`src/rtl/pe_feeder.sv`:
```
// rtl/pe_feeder.sv - operand feeder that streams 1-D sliding-window pairs into the PE
//
// Loads one filter row (K taps) and one ifmap row (W elements) into local
// scratchpads over valid/ready handshakes, then issues every (ifmap, filter)
// pair of the sliding-window convolution, one pair per cycle, k innermost.
//
// Ports:
//   clk, rst_n                  clock, asynchronous active-low reset
//   start, cfg_width            begin job (IDLE only); row width W, clamped to IFMAP_MAX
//   keep_filt                   reuse the stored filter (FEEDER_FILT_REUSE_EN builds only)
//   filt_valid/ready/data       filter tap stream, tap 0 first
//   ifmap_valid/ready/data      ifmap element stream, element 0 first
//   hold                        downstream stall, freezes issue on the edge it is seen
//   busy, done                  job in progress; one-cycle completion pulse
//   pe_ifmap, pe_filter, pe_en  registered operand pair and its valid
//   pe_last, pe_win             pair closes its window; window index of the pair
//
// Build option: define FEEDER_FILT_REUSE_EN to add keep_filt and filter reuse.
module pe_feeder #(
  parameter int DATA_W    = 16,
  parameter int FILT_LEN  = 3,
  parameter int IFMAP_MAX = 16,
  localparam int CW  = $clog2(IFMAP_MAX + 1),
  localparam int IAW = (IFMAP_MAX > 1) ? $clog2(IFMAP_MAX) : 1
) (
  input  logic              clk,
  input  logic              rst_n,
  input  logic              start,
`ifdef FEEDER_FILT_REUSE_EN
  input  logic              keep_filt,
`endif
  input  logic [CW-1:0]     cfg_width,
  input  logic              filt_valid,
  output logic              filt_ready,
  input  logic [DATA_W-1:0] filt_data,
  input  logic              ifmap_valid,
  output logic              ifmap_ready,
  input  logic [DATA_W-1:0] ifmap_data,
  input  logic              hold,
  output logic              busy,
  output logic              done,
  output logic [DATA_W-1:0] pe_ifmap,
  output logic [DATA_W-1:0] pe_filter,
  output logic              pe_en,
  output logic              pe_last,
  output logic [IAW-1:0]    pe_win
);

  localparam int FAW = (FILT_LEN > 1) ? $clog2(FILT_LEN) : 1;
  localparam int KXW = CW + 1;
  // K clamped so that it still compares correctly against any W when K > IFMAP_MAX
  localparam logic [KXW-1:0] K_X    = KXW'((FILT_LEN > IFMAP_MAX) ? IFMAP_MAX + 1 : FILT_LEN);
  localparam logic [CW-1:0]  W_MAX  = CW'(IFMAP_MAX);
  localparam logic [FAW-1:0] K_LAST = FAW'(FILT_LEN - 1);

  typedef enum logic [2:0] {
    S_IDLE,
    S_LOAD_FILT,
    S_LOAD_IFMAP,
    S_RUN,
    S_DONE
  } state_t;

  state_t            state;
  logic [DATA_W-1:0] filt_mem  [0:(1<<FAW)-1];
  logic [DATA_W-1:0] ifmap_mem [0:(1<<IAW)-1];
  logic [CW-1:0]     w_lat;
  logic [FAW-1:0]    fptr;
  logic [FAW-1:0]    k_cnt;
  logic [IAW-1:0]    iptr;
  logic [IAW-1:0]    o_cnt;
  logic              run_end;   // final pair already issued (or none to issue)
  logic [CW-1:0]     w_in;
  logic [IAW-1:0]    x_addr;
  logic              last_win;
  logic              reuse_filt;

  assign w_in     = (cfg_width > W_MAX) ? W_MAX : cfg_width;
  assign x_addr   = o_cnt + IAW'(k_cnt);
  // Only meaningful when W >= K, which is the only case RUN issues pairs
  assign last_win = (CW'(o_cnt) == (w_lat - K_X[CW-1:0]));

`ifdef FEEDER_FILT_REUSE_EN
  logic filt_loaded;
  assign reuse_filt = keep_filt && filt_loaded;
`else
  assign reuse_filt = 1'b0;
`endif

  // Scratchpads carry no reset; the ready flags gate every write
  always_ff @(posedge clk) begin
    if (filt_valid && filt_ready) begin
      filt_mem[fptr] <= filt_data;
    end
    if (ifmap_valid && ifmap_ready) begin
      ifmap_mem[iptr] <= ifmap_data;
    end
  end

  always_ff @(posedge clk or negedge rst_n) begin
    if (!rst_n) begin
      state       <= S_IDLE;
      w_lat       <= '0;
      fptr        <= '0;
      iptr        <= '0;
      k_cnt       <= '0;
      o_cnt       <= '0;
      run_end     <= 1'b0;
      busy        <= 1'b0;
      done        <= 1'b0;
      filt_ready  <= 1'b0;
      ifmap_ready <= 1'b0;
      pe_en       <= 1'b0;
      pe_last     <= 1'b0;
      pe_ifmap    <= '0;
      pe_filter   <= '0;
      pe_win      <= '0;
`ifdef FEEDER_FILT_REUSE_EN
      filt_loaded <= 1'b0;
`endif
    end else begin
      done <= 1'b0;
      case (state)
        S_IDLE: begin
          if (start) begin
            w_lat   <= w_in;
            busy    <= 1'b1;
            fptr    <= '0;
            iptr    <= '0;
            k_cnt   <= '0;
            o_cnt   <= '0;
            run_end <= 1'b0;
            if (!reuse_filt) begin
              state      <= S_LOAD_FILT;
              filt_ready <= 1'b1;
            end else if (w_in == '0) begin
              state <= S_DONE;
              done  <= 1'b1;
            end else begin
              state       <= S_LOAD_IFMAP;
              ifmap_ready <= 1'b1;
            end
          end
        end

        S_LOAD_FILT: begin
          if (filt_valid && filt_ready) begin
            fptr <= fptr + FAW'(1);
            if (fptr == K_LAST) begin
              fptr       <= '0;
              filt_ready <= 1'b0;
`ifdef FEEDER_FILT_REUSE_EN
              filt_loaded <= 1'b1;
`endif
              // An empty row has nothing to load or issue
              if (w_lat == '0) begin
                state <= S_DONE;
                done  <= 1'b1;
              end else begin
                state       <= S_LOAD_IFMAP;
                ifmap_ready <= 1'b1;
              end
            end
          end
        end

        S_LOAD_IFMAP: begin
          if (ifmap_valid && ifmap_ready) begin
            iptr <= iptr + IAW'(1);
            if (CW'(iptr) == (w_lat - CW'(1))) begin
              iptr        <= '0;
              ifmap_ready <= 1'b0;
              state       <= S_RUN;
              // A row narrower than the filter yields no windows at all
              run_end     <= ({1'b0, w_lat} < K_X);
            end
          end
        end

        S_RUN: begin
          if (run_end) begin
            // Leave one cycle after the last beat so done never overlaps pe_en
            pe_en   <= 1'b0;
            pe_last <= 1'b0;
            state   <= S_DONE;
            done    <= 1'b1;
          end else if (hold) begin
            pe_en <= 1'b0;
          end else begin
            pe_en     <= 1'b1;
            pe_ifmap  <= ifmap_mem[x_addr];
            pe_filter <= filt_mem[k_cnt];
            pe_last   <= (k_cnt == K_LAST);
            pe_win    <= o_cnt;
            if (k_cnt == K_LAST) begin
              k_cnt <= '0;
              o_cnt <= o_cnt + IAW'(1);
              if (last_win) begin
                run_end <= 1'b1;
              end
            end else begin
              k_cnt <= k_cnt + FAW'(1);
            end
          end
        end

        S_DONE: begin
          busy  <= 1'b0;
          state <= S_IDLE;
        end

        default: begin
          state <= S_IDLE;
        end
      endcase
    end
  end

endmodule

```
`config.mk`:
```
export PLATFORM = sky130hd
export DESIGN_NAME = pe_feeder
export DESIGN_NICKNAME = d
export VERILOG_FILES = /design/src/rtl/pe_feeder.sv
export SDC_FILE = /design/constraint.sdc
export NUM_CORES = 1
export LEC_CHECK = 0
export CAP_MARGIN = 20
export CORE_ASPECT_RATIO = 0.7
export CORE_MARGIN = 5
export CORE_UTILIZATION = 50
export CTS_CLUSTER_SIZE = 25
export DETAILED_ROUTE_END_ITERATION = 8
export PLACE_DENSITY = 0.81
export SLEW_MARGIN = 40
export SYNTH_ARGS = -nofsm -noshare
export SYNTH_HDL_FRONTEND = slang
export SYNTH_SLANG_ARGS = --single-unit
```
`constraint.sdc`:
```
create_clock -name clk -period 6.6 [get_ports clk]
set_input_delay 1.65 -clock clk [delete_from_list [all_inputs] [get_ports clk]]
set_output_delay 1.65 -clock clk [all_outputs]
set_load 0.05 [all_outputs]
```
==> impl_metrics.yaml <==
timing:
  setup_tns_ps: 0
  relSlewSlack: 0.468
  rsz0062_at_grt: "false"
  worst_slew_pin_slew_ps: 796
  finClkSkew_ps: 25.9
  timing.fmax_mhz: 279
  layout_min_cycle_time_ps: 3590
  setup_viol: 0
  slew_viol_final: 0
  hold_viol: 0
  period_share: 0.544
clocking:
  clockBufferDepth: 3
  cts_tree: "built"
  cts_setup_buffers: 0
  cts.sinks: 383
  cts_hold_buf: 0
  h-tree-depth: 2
  clkLatencyLatePin_ps: 520
  cts-buffers-inserted: 38
  root_buffer: "clkbuf_16"
  path_clk_slew_ps: 60
  ctsResizeCount: 0
setup_path:
  crit-reg2reg-launch: "k_cnt[1]"
  reg2reg_slack_ps: 3080
  worstSetupPathType: "primary input to register"
  timing.critical_path.to_type: "register"
  crit_arrival_ps: 4030
  crit_fanout: 23
  crit_path_start_kind: "primary input"
  rr_endpoint: "pe_ifmap[12]"
  reg2regPathDepth: 6
  worst_ep_required_time_ps: 7050
detailed_routing:
  dr.pass1.iters: 5
  drt_iter0_drc: 851
  drt-met1-wl_microns: 13400
  routed-wl-met3_microns: 2590
  drc: 0
  viasPerCell: 5.84
  routed_wl_microns: 32800
  wl_met2_microns: 16000
  wl_per_cell_microns: 24.0
  antenna_left: 0
  vias: 7978
  top_layer: "met4"
die:
  dieWidth_microns: 218
  core.rowCount: 53
  ios: 85
  die_y_microns: 155
  core_area_sq_mm: 0.0299
  initial_core_util: 0.505
  dieArea_sq_mm: 0.0339
synth:
  synthCells: 826
  synth_nets: 879
  ys_ff_latch: 383
  yosys.cell_types.count: 55
  synth_top_family_by_area: "multiplexers"
  syn_area_per_cell_sq_um: 18.3
  synthArstFlopShare: 0.164
  synth.area.mux_share: 0.135
  synth_compound_area_frac: 0.0355
  synth-edff-count: 320
  synth_fa_ha_area_frac: 0.00877
  yosysSeqAreaShare: 0.740
  yosys_warnings: 0
  synth_xor_area_frac: 0.0103
  syn_area_sq_mm: 0.0151
  synth_flop_cell: "edfxtp_1"
  synth-simple-area-share: 0.0560
grt:
  grt_max_degree: 64
  grt_pass1_vias: 8237
  antenna_found_initial: 0
  grt_pass1_wl_microns: 50500
  grt-ovfl-total: 0
  track_usage: 0.197
cells_and_area:
  area_growth_syn_to_layout_pct: 17.2
  antenna_cells: 0
  post-route-util: 0.592
  finalNonFillerCells: 1365
  final_common_cell: "edfxtp_1"
  final_cell_mix: "edfxtp_1 (320), nand2_1 (118), clkdlybuf4s50_1 (83)"
  drive_above_1_share: 0.206
  nets: 979
power:
  pwr-share-seq: 0.388
  p_int_uw: 5420
  swShare: 0.342
  p_leak_uw: 0.00598
  power_density_mw_per_mm2: 465
  peakVddDrop_v: 0.000287
  clkPwrFrac: 0.243
  comb_power_share: 0.369
  switching_power_uw: 2810
job:
  maxCapViolations: 0
hold_path:
  min_from: "pe_win[0]"
  hold-path-endpoint: "pe_win[0]"
  min_path_cells: 2
  hp-class: "register to register"
outcome:
  status: "completed"
place:
  place.gp.congestion: 0.806
  post-dp-hpwl_microns: 19200
  port_buffers: 84
  dp.cells: 1298
==> how the worst max path moves through the flow <==
stage          startpoint      endpoint  cells after the start
4_1_cts          k_cnt[1]  pe_ifmap[12]                      6
3_5_place_dp         hold   pe_ifmap[7]                      4
3_3_place_gp         hold  pe_ifmap[10]                      4
6_report             hold  pe_ifmap[12]                      4
2_1_floorplan  filt_valid       fptr[1]                      4
5_1_grt          k_cnt[1]  pe_ifmap[12]                      6
==> cell families (layout without fill, tap and decap cells) <==
kind of cell | after synthesis | in the layout
flops | 383 | 383
buf+inv | 51 | 178
simple gates | 189 | 189
compound gates | 77 | 77
mux | 100 | 100
fa+ha+maj | 10 | 10
xor+xnor | 16 | 16
==> synthesized netlist by cell type, types with 5 or more instances <==
cell | number | area (sq um)
inv_1 | 5 | 18.8
nor3_1 | 10 | 50.1
o21ai_0 | 13 | 65.1
a21oi_1 | 24 | 120
a221o_1 | 16 | 160
a22o_1 | 5 | 43.8
dfrtp_1 | 63 | 1580
mux4_2 | 81 | 1820
nor2_1 | 28 | 105
xor2_1 | 5 | 43.8
ha_1 | 9 | 113
nand2_1 | 118 | 443
nand2b_1 | 7 | 43.8
clkbuf_1 | 24 | 90.1
xnor2_1 | 10 | 87.6
mux2_2 | 16 | 180
nand3b_1 | 5 | 37.5
buf_2 | 18 | 90.1
edfxtp_1 | 320 | 9610
==> cell type report <==
type                            count  area [sq um]
Tap cell                          412           515
Multi-Input combinational cell    392          3820
Inverter                            6          22.5
Timing Repair Buffer              105          1010
Clock inverter                     15           108
Sequential cell                   383         11200
Fill cell                        2094         12200
Clock buffer                       52          1040
==> sequential cells by signal, indices dropped and copies added, names as in the netlist <==
register / cells
filt_mem: 64
state: 3
done: 1
ifmap_ready: 1
pe_filter: 16
pe_last: 1
pe_ifmap: 16
k_cnt: 2
busy: 1
pe_win: 4
ifmap_mem: 256
filt_ready: 1
w_lat: 5
pe_en: 1
run_end: 1
iptr: 4
fptr: 2
o_cnt: 4
==> worst max-delay path: stages <==
cell	delay, ps
clkdlybuf4s50_1	530
or3_2	780
nor3_4	760
a221o_1	290
==> metrics by stage <==
step,power [uW],worst slack (ps),hold WS [ps],area [sq um]
floorplan,5360,3070,530,15100
global placement,6150,2610,462,16500
detailed placement,6250,2530,469,16600
CTS,8280,3060,483,17700
global route,8640,2990,510,17700
finish,8230,3010,475,17700
==> power by group through the flow <==
stage | Sequential, uW | Clock, uW | Combinational [uW]
2_1_floorplan | 3520 | 0 | 1840
3_3_place_gp | 3230 | 0 | 2920
3_5_place_dp | 3240 | 0 | 3020
4_1_cts | 3200 | 2030 | 3060
5_1_grt | 3230 | 2140 | 3270
6_report | 3190 | 2000 | 3040
==> routing by layer <==
layer  vias to the layer above  track usage
li1                       3447            -
met1                      4121        0.280
met2                       360        0.313
met3                        50       0.0424
met4                         0       0.0580
met5                         -            0
Power figures use the tool's default switching activity.
